File: config.mk
export PLATFORM = sky130hd
export DESIGN_NAME = freq_meter_autorange
export DESIGN_NICKNAME = d
export VERILOG_FILES = /design/src/rtl/freq_meter_autorange.sv
export SDC_FILE = /design/constraint.sdc
export NUM_CORES = 1
export LEC_CHECK = 0
export ABC_AREA = 1
export ABC_CLOCK_PERIOD_IN_PS = 5600
export CAP_MARGIN = 20
export CORE_MARGIN = 2
export CORE_UTILIZATION = 57
export DETAILED_ROUTE_END_ITERATION = 10
export HOLD_SLACK_MARGIN = 0.03
export PLACE_DENSITY = 0.77
export SYNTH_ARGS = -nofsm -noshare
export SYNTH_HDL_FRONTEND = slang
export SYNTH_SLANG_ARGS = --single-unit
export TNS_END_PERCENT = 5
File: constraint.sdc
create_clock -name clock -period 5.6 [get_ports clock]
set_clock_uncertainty 0.05 [all_clocks]
set_input_delay 1.12 -clock clock [delete_from_list [all_inputs] [get_ports clock]]
set_output_delay 1.12 -clock clock [all_outputs]
set_load 0.05 [all_outputs]
File: src/rtl/freq_meter_autorange.sv
// Multi-channel frequency meter: per-channel BCD edge counters with
// auto-ranging gate time, and a multiplexed 7-segment display that scans
// out the latched result of the channel chosen by ch_sel.
module freq_meter_autorange #(
    parameter int CHANNELS = 2,
    parameter int DIGITS   = 4,
    parameter int GATE_CYC = 50000000,
    parameter int SCAN_DIV = 50000,
    parameter int CH_W     = 1
) (
    input  logic                clock,
    input  logic                reset,
    input  logic [CHANNELS-1:0] clock_text,
    input  logic [CH_W-1:0]     ch_sel,
    output logic                valid,
    output logic [1:0]          range,
    output logic                overflow,
    output logic [DIGITS-1:0]   N,
    output logic [7:0]          L
);

    localparam int BW = 4 * DIGITS;
    localparam int TW = $clog2(GATE_CYC);
    localparam int SW = (CHANNELS > 1) ? $clog2(CHANNELS) : 1;
    localparam int DW = (SCAN_DIV > 1) ? $clog2(SCAN_DIV) : 1;
    localparam int IW = (DIGITS > 1) ? $clog2(DIGITS) : 1;
    localparam logic [BW-1:0] ALL9 = {DIGITS{4'h9}};

    // Input conditioning
    logic [CHANNELS-1:0] s1, s2, s3;

    // Per-channel measurement state
    logic [TW-1:0]       timer   [CHANNELS];
    logic [1:0]          rng     [CHANNELS];
    logic [BW-1:0]       cnt     [CHANNELS];
    logic [BW-1:0]       res     [CHANNELS];
    logic [CHANNELS-1:0] ovf;
    logic [CHANNELS-1:0] res_ovf;

    // Per-channel next-state values
    logic [1:0]          rng_n   [CHANNELS];
    logic [BW-1:0]       cnt_n   [CHANNELS];
    logic [BW-1:0]       res_n   [CHANNELS];
    logic [CHANNELS-1:0] ovf_n;
    logic [CHANNELS-1:0] res_ovf_n;
    logic [CHANNELS-1:0] term;
    logic [CHANNELS-1:0] take;

    // Display state
    logic [SW-1:0] sel;
    logic [DW-1:0] div;
    logic [IW-1:0] idx;
    logic [3:0]    cur_digit;

    function automatic logic [TW-1:0] gate_last(input logic [1:0] r);
        case (r)
            2'd0:    return TW'(GATE_CYC - 1);
            2'd1:    return TW'(GATE_CYC / 10 - 1);
            default: return TW'(GATE_CYC / 100 - 1);
        endcase
    endfunction

    function automatic logic [BW-1:0] bcd_inc(input logic [BW-1:0] v);
        logic [BW-1:0] r;
        logic          carry;
        r     = v;
        carry = 1'b1;
        for (int unsigned d = 0; d < DIGITS; d++) begin
            if (carry) begin
                if (v[4*d +: 4] == 4'd9) begin
                    r[4*d +: 4] = 4'd0;
                end else begin
                    r[4*d +: 4] = v[4*d +: 4] + 4'd1;
                    carry       = 1'b0;
                end
            end
        end
        return r;
    endfunction

    function automatic logic [7:0] seg7(input logic [3:0] d);
        case (d)
            4'd0:    return 8'hC0;
            4'd1:    return 8'hF9;
            4'd2:    return 8'hA4;
            4'd3:    return 8'hB0;
            4'd4:    return 8'h99;
            4'd5:    return 8'h92;
            4'd6:    return 8'h82;
            4'd7:    return 8'hF8;
            4'd8:    return 8'h80;
            4'd9:    return 8'h90;
            default: return 8'hFF;
        endcase
    endfunction

    // Synchroniser chain; left unreset so an input already high when reset
    // releases is not mistaken for a fresh rising edge
    always_ff @(posedge clock) begin
        s1 <= clock_text;
        s2 <= s1;
        s3 <= s2;
    end

    // Edge counting, gate-close decision and range adjustment per channel
    always_comb begin
        for (int unsigned c = 0; c < CHANNELS; c++) begin
            cnt_n[c]     = cnt[c];
            ovf_n[c]     = ovf[c];
            rng_n[c]     = rng[c];
            res_n[c]     = res[c];
            res_ovf_n[c] = res_ovf[c];
            take[c]      = 1'b0;
            term[c]      = (timer[c] == gate_last(rng[c]));
            if (s2[c] && !s3[c]) begin
                if (cnt[c] == ALL9) ovf_n[c] = 1'b1;
                else                cnt_n[c] = bcd_inc(cnt[c]);
            end
            // the decision sees this cycle's edge, so a terminal-cycle edge
            // belongs to the closing gate
            if (term[c]) begin
                if (ovf_n[c] && rng[c] < 2'd2) begin
                    rng_n[c] = rng[c] + 2'd1;
                end else if (ovf_n[c]) begin
                    res_n[c]     = ALL9;
                    res_ovf_n[c] = 1'b1;
                    take[c]      = 1'b1;
                end else begin
                    res_n[c]     = cnt_n[c];
                    res_ovf_n[c] = 1'b0;
                    take[c]      = 1'b1;
                    if (cnt_n[c][BW-1 -: 4] == 4'd0 && rng[c] != 2'd0)
                        rng_n[c] = rng[c] - 2'd1;
                end
            end
        end
    end

    // Gate timers, counters and latched results; a new gate starts right
    // after the terminal cycle
    always_ff @(posedge clock or posedge reset) begin
        if (reset) begin
            ovf     <= '0;
            res_ovf <= '0;
            for (int unsigned c = 0; c < CHANNELS; c++) begin
                timer[c] <= '0;
                cnt[c]   <= '0;
                rng[c]   <= '0;
                res[c]   <= '0;
            end
        end else begin
            for (int unsigned c = 0; c < CHANNELS; c++) begin
                timer[c] <= term[c] ? '0 : timer[c] + 1'b1;
                cnt[c]   <= term[c] ? '0 : cnt_n[c];
                ovf[c]   <= term[c] ? 1'b0 : ovf_n[c];
                rng[c]   <= rng_n[c];
                res[c]   <= res_n[c];
            end
            res_ovf <= res_ovf_n;
        end
    end

    // Channel select; out-of-range selections fall back to channel 0
    always_comb begin
        sel = '0;
        if (32'(ch_sel) < 32'(CHANNELS)) sel = SW'(ch_sel);
    end

    // Status outputs take the post-decision values so that range and
    // overflow already describe the result that valid announces
    always_ff @(posedge clock or posedge reset) begin
        if (reset) begin
            valid    <= 1'b0;
            range    <= 2'd0;
            overflow <= 1'b0;
        end else begin
            valid    <= take[sel];
            range    <= rng_n[sel];
            overflow <= res_ovf_n[sel];
        end
    end

    // Digit of the selected channel's latched result at the scan position
    always_comb begin
        cur_digit = 4'd0;
        for (int unsigned d = 0; d < DIGITS; d++) begin
            if (idx == IW'(d)) cur_digit = res[sel][4*d +: 4];
        end
    end

    // Scan divider, digit index and registered display drive
    always_ff @(posedge clock or posedge reset) begin
        if (reset) begin
            div <= '0;
            idx <= '0;
            N   <= ~DIGITS'(1);
            L   <= 8'hC0;
        end else begin
            if (div == DW'(SCAN_DIV - 1)) begin
                div <= '0;
                idx <= (idx == IW'(DIGITS - 1)) ? '0 : idx + 1'b1;
            end else begin
                div <= div + 1'b1;
            end
            N <= ~(DIGITS'(1) << idx);
            L <= seg7(cur_digit);
        end
    end

endmodule

==> metrics list <==
- The floorplan has 47 rows.
- Input/output buffers: 19
- After clock tree synthesis, the clock-pin slew on the worst setup and hold paths is 0.07 ns.
- Sinks on the clock net: 163
- Total number of vias: 8051
- The area fraction in compound gates after synthesis was 0.0906.
* Detailed placer's ending HPWL: 14800 um
- Syn Area/Cell: 7.66 um^2
* Initial standard-cell utilization of the core: 0.582
- P_int: 1.97 mW
* FMAX: 282 MHz
- Status: complete, no violations
* TritonCTS clock tree: done
- Of the total synthesized cell area, the portion taken by full adders, half adders and majority gates is 0.0390.
* Worst setup path end: res[5]
* Peak supply drop: 0.248 mV
- Design area: 10500 um^2
* Highest fanout seen on the critical path: 24
* Die Area: 17900 um^2
- Maximum number of pins on one net before global-route repair: 82
- Most common cell after layout, fill and taps aside: sky130_fd_sc_hd__nand2_1
- Psw: 687 uW
- Tracing the worst setup path back leads to its startpoint at rng[1].
- Summed over all failing endpoints, the final setup total negative slack is 0 ns.
* Die Y: 134 um
- Via density per instance: 5.40
- The portion of synthesized area spent on multiplexers is 0.
* Final Setup Violations: 0
- Power per cell area: 253 nW/um^2
- Reg-to-reg critical path startpoint: rng[1]
- The net count of the finished layout is 1293.
* Cell area after placement: 9900 um^2
- The analysis attributes to cell leakage a power of 5.04 nW.
- Synthesis produced 1255 cells.
* Critical Path End Type: flip-flop
* Std-Cell Core Area: 16500 um^2
* Number of max-capacitance violations reported: 0
- The multi-input combinational cells in the finished layout cover a total of 4630 um^2.
- Counting the fill cells in the layout gives 1373.
- Total of flip-flops plus latches after synthesis: 163
- Data arrives at the worst endpoint at 3.78 ns.
- The detailed router finished its first iteration with 822 violations.
* First-pass GRT wire length: 35000 um
* Area of the mapped netlist: 9610 um^2
- The share of total power dissipated in sequential elements is 0.475.
- Number of synthesis warnings: 0
- Hold wc startpoint: s1[0]
- Path category of the worst min-delay check: flip-flop to flip-flop
* Worst r2r dst: res[5]
- Clock tree synthesis selected as its root buffer the cell sky130_fd_sc_hd__clkbuf_16.
- Slew Limit Headroom: 0.353
- Residual antenna-violating net count after detailed routing: 0
- In this run the register-to-register setup slack is 2.06 ns.
* Share of synthesized cell area in and, or, nand and nor gates: 0.300
* Count of flip-flops with a built-in enable after synthesis: 0
* CP startpoint kind: flip-flop
- Count of pins on the block boundary: 21
* Number of antenna repair diodes: 0
- The most used flip-flop cell after synthesis is sky130_fd_sc_hd__dfrtp_1.
- For the worst-skew pair, the clock arrives at the later sink with an insertion delay of 0.43 ns.
- The synthesized netlist contains 56 unique library cells.
- The number of antenna violations at the first check in global routing came to 0.
* Width of the chip: 134 um
- Overflow left after global routing: 0
- Registers take 4050 um^2.
- Of the total power, combinational logic draws 0.082.
- Period minus WS final: 3.54 ns
* RSZ-0062 raised after global routing: no
- Setup Buffers After CTS: 0
- Residual DRC count: 0
- Final RePlAce weighted congestion: 0.933
* Data required time at the worst endpoint: 5.84 ns
- Wire length per cell: 13.9 um
* Syn nets: 1290
- Cts bufs inserted: 17
- Proportion of synthesized chip area in sequential cells: 0.422
- Category of the critical setup timing path: flip-flop to flip-flop
* Worst-margin pin slew: 0.969 ns
- Once the clock tree was built, the resizer swapped 0 gates to a different size.
- Switching share of power: 0.259
- The clock tree synthesis step divided the H-tree into 4 levels.
- The number of hold violations in the final report was 0.
- Of the available clock period, the critical path in the final layout requires 0.633.
* Final WL: 20700 um
- CTS max path bufs: 2
- Counting cells, the worst reg-to-reg path comes to 11.
- GRT Overall Usage: 0.242
* Fraction of synthesis flops using an asynchronous set or reset pin: 0.963
* Commonest cells after routing, fill and taps aside: sky130_fd_sc_hd__nand2_1, sky130_fd_sc_hd__inv_1, sky130_fd_sc_hd__dfrtp_1, sky130_fd_sc_hd__nor2_1, sky130_fd_sc_hd__nand3_1
- Via count of the first global-routing pass: 7372
- The final number of max-transition violations came to 0.
- CTS hold repair buffers: 0
- Largest family of logic cells by synthesized area: simple AND/OR/NAND/NOR gates
- Post-synthesis share of cell area spent on xor and xnor gates: 0.0519
- Clock group share of total power: 0.443
- Fraction of final layout cells with drive strength greater than 1: 0.0787
- Drt pass-1 iters: 6
* Post-synthesis to final-layout area growth: 9.10%
- Once layout is complete, the utilization of the core stands at 0.635.
worst max-delay path, stage by stage, from the launching register on:
cell                      delay [ns]
sky130_fd_sc_hd__dfrtp_1        0.48
sky130_fd_sc_hd__inv_1          0.20
sky130_fd_sc_hd__ha_1           0.61
sky130_fd_sc_hd__nor2_2         0.10
sky130_fd_sc_hd__xor2_1         0.17
sky130_fd_sc_hd__or2_0          0.20
sky130_fd_sc_hd__nor2_1         0.08
sky130_fd_sc_hd__nand2_1        0.08
sky130_fd_sc_hd__nor2_4         0.44
sky130_fd_sc_hd__inv_2          0.36
sky130_fd_sc_hd__nor2_2         0.47
sky130_fd_sc_hd__o22ai_1        0.14
power by group through the flow:
stage          clock network, mW  logic, mW  registers, mW
6_report                    1.18      0.219           1.26
5_1_grt                     1.24      0.253           1.27
4_1_cts                     1.19      0.221           1.26
3_5_place_dp                   0      0.220           1.28
3_3_place_gp                   0      0.215           1.28
2_1_floorplan                  0      0.147           1.29
how the worst min path moves through the flow:
stage | to | slack (ns) | depth (start not counted)
2_1_floorplan | s2[0] | 0.26 | 0
3_3_place_gp | s2[1] | 0.26 | 0
3_5_place_dp | s2[0] | 0.26 | 0
4_1_cts | s2[0] | 0.28 | 0
5_1_grt | s2[1] | 0.28 | 0
6_report | s2[0] | 0.28 | 0
logic make-up (layout without fill, tap and decap cells):
kind of cell / after synthesis / in the layout
AO/OA/AOI/OAI: 152 / 152
adder cells (fa/ha/maj): 30 / 30
AND/OR/NAND/NOR: 624 / 624
buffers and inverters: 228 / 244
flip-flops: 163 / 163
XOR/XNOR: 57 / 57
other: 1 / 1
sequential cells by signal, summed over array words and instances, names as in the netlist:
signal	cells
L	7
N	4
cnt	32
div	16
idx	2
overflow	1
ovf	2
range	2
res	32
res_ovf	2
rng	4
s1	2
s2	2
s3	2
timer	52
valid	1
per-stage QoR:
step                instances  hold WS, ns  total power [mW]  setup slack [ns]
floorplan                1255        0.260              1.44             0.202
global placement         1459        0.260              1.49              1.90
detailed placement       1459        0.262              1.50              1.84
CTS                      1491        0.278              2.67              2.01
global route             1491        0.283              2.76              1.72
finish                   1491        0.279              2.65              2.06
cells in the mapped netlist, types with 5 or more instances:
cell type                    n  area [um^2]
sky130_fd_sc_hd__nand4_1    29          181
sky130_fd_sc_hd__nand3_2     5         50.1
sky130_fd_sc_hd__a21oi_1    39          195
sky130_fd_sc_hd__dfxtp_1     6          120
sky130_fd_sc_hd__nor2_1    145          544
sky130_fd_sc_hd__o21ai_1    12         60.1
sky130_fd_sc_hd__nor2_4      8         90.1
sky130_fd_sc_hd__o21ai_0    63          315
sky130_fd_sc_hd__nor3_1     35          175
sky130_fd_sc_hd__nand2_1   265          995
sky130_fd_sc_hd__or2_2       7         43.8
sky130_fd_sc_hd__inv_1     183          687
sky130_fd_sc_hd__o22ai_1    10         62.6
sky130_fd_sc_hd__o22a_1      6         52.6
sky130_fd_sc_hd__nor4_1     23          144
sky130_fd_sc_hd__ha_1       30          375
sky130_fd_sc_hd__dfrtp_1   153         3830
sky130_fd_sc_hd__buf_4       5         37.5
sky130_fd_sc_hd__inv_2       7         26.3
sky130_fd_sc_hd__clkbuf_1    7         26.3
sky130_fd_sc_hd__nand2_2     6         37.5
sky130_fd_sc_hd__nand3_1    65          325
sky130_fd_sc_hd__xnor2_1    16          140
sky130_fd_sc_hd__buf_2      20          100
sky130_fd_sc_hd__nor2_2     14         87.6
sky130_fd_sc_hd__xor2_1     41          359
final cells by class:
| cell class | count | area share |
|---|---|---|
| clock buffer | 19 | 0.0422 |
| clock inverter | 13 | 0.0141 |
| inverter | 191 | 0.0688 |
| multi-input combinational | 864 | 0.441 |
| sequential | 163 | 0.386 |
| tap | 220 | 0.0262 |
| timing repair buffer | 21 | 0.0208 |
per-layer routing:
metal,up-vias,global-route usage,share of wire
li1,4018,-,-
met1,3727,0.329,0.46
met2,253,0.388,0.47
met3,53,0.0420,0.048
met4,0,0.0952,0.026
met5,-,0,0
No activity file was read; power rests on OpenSTA's default activity.
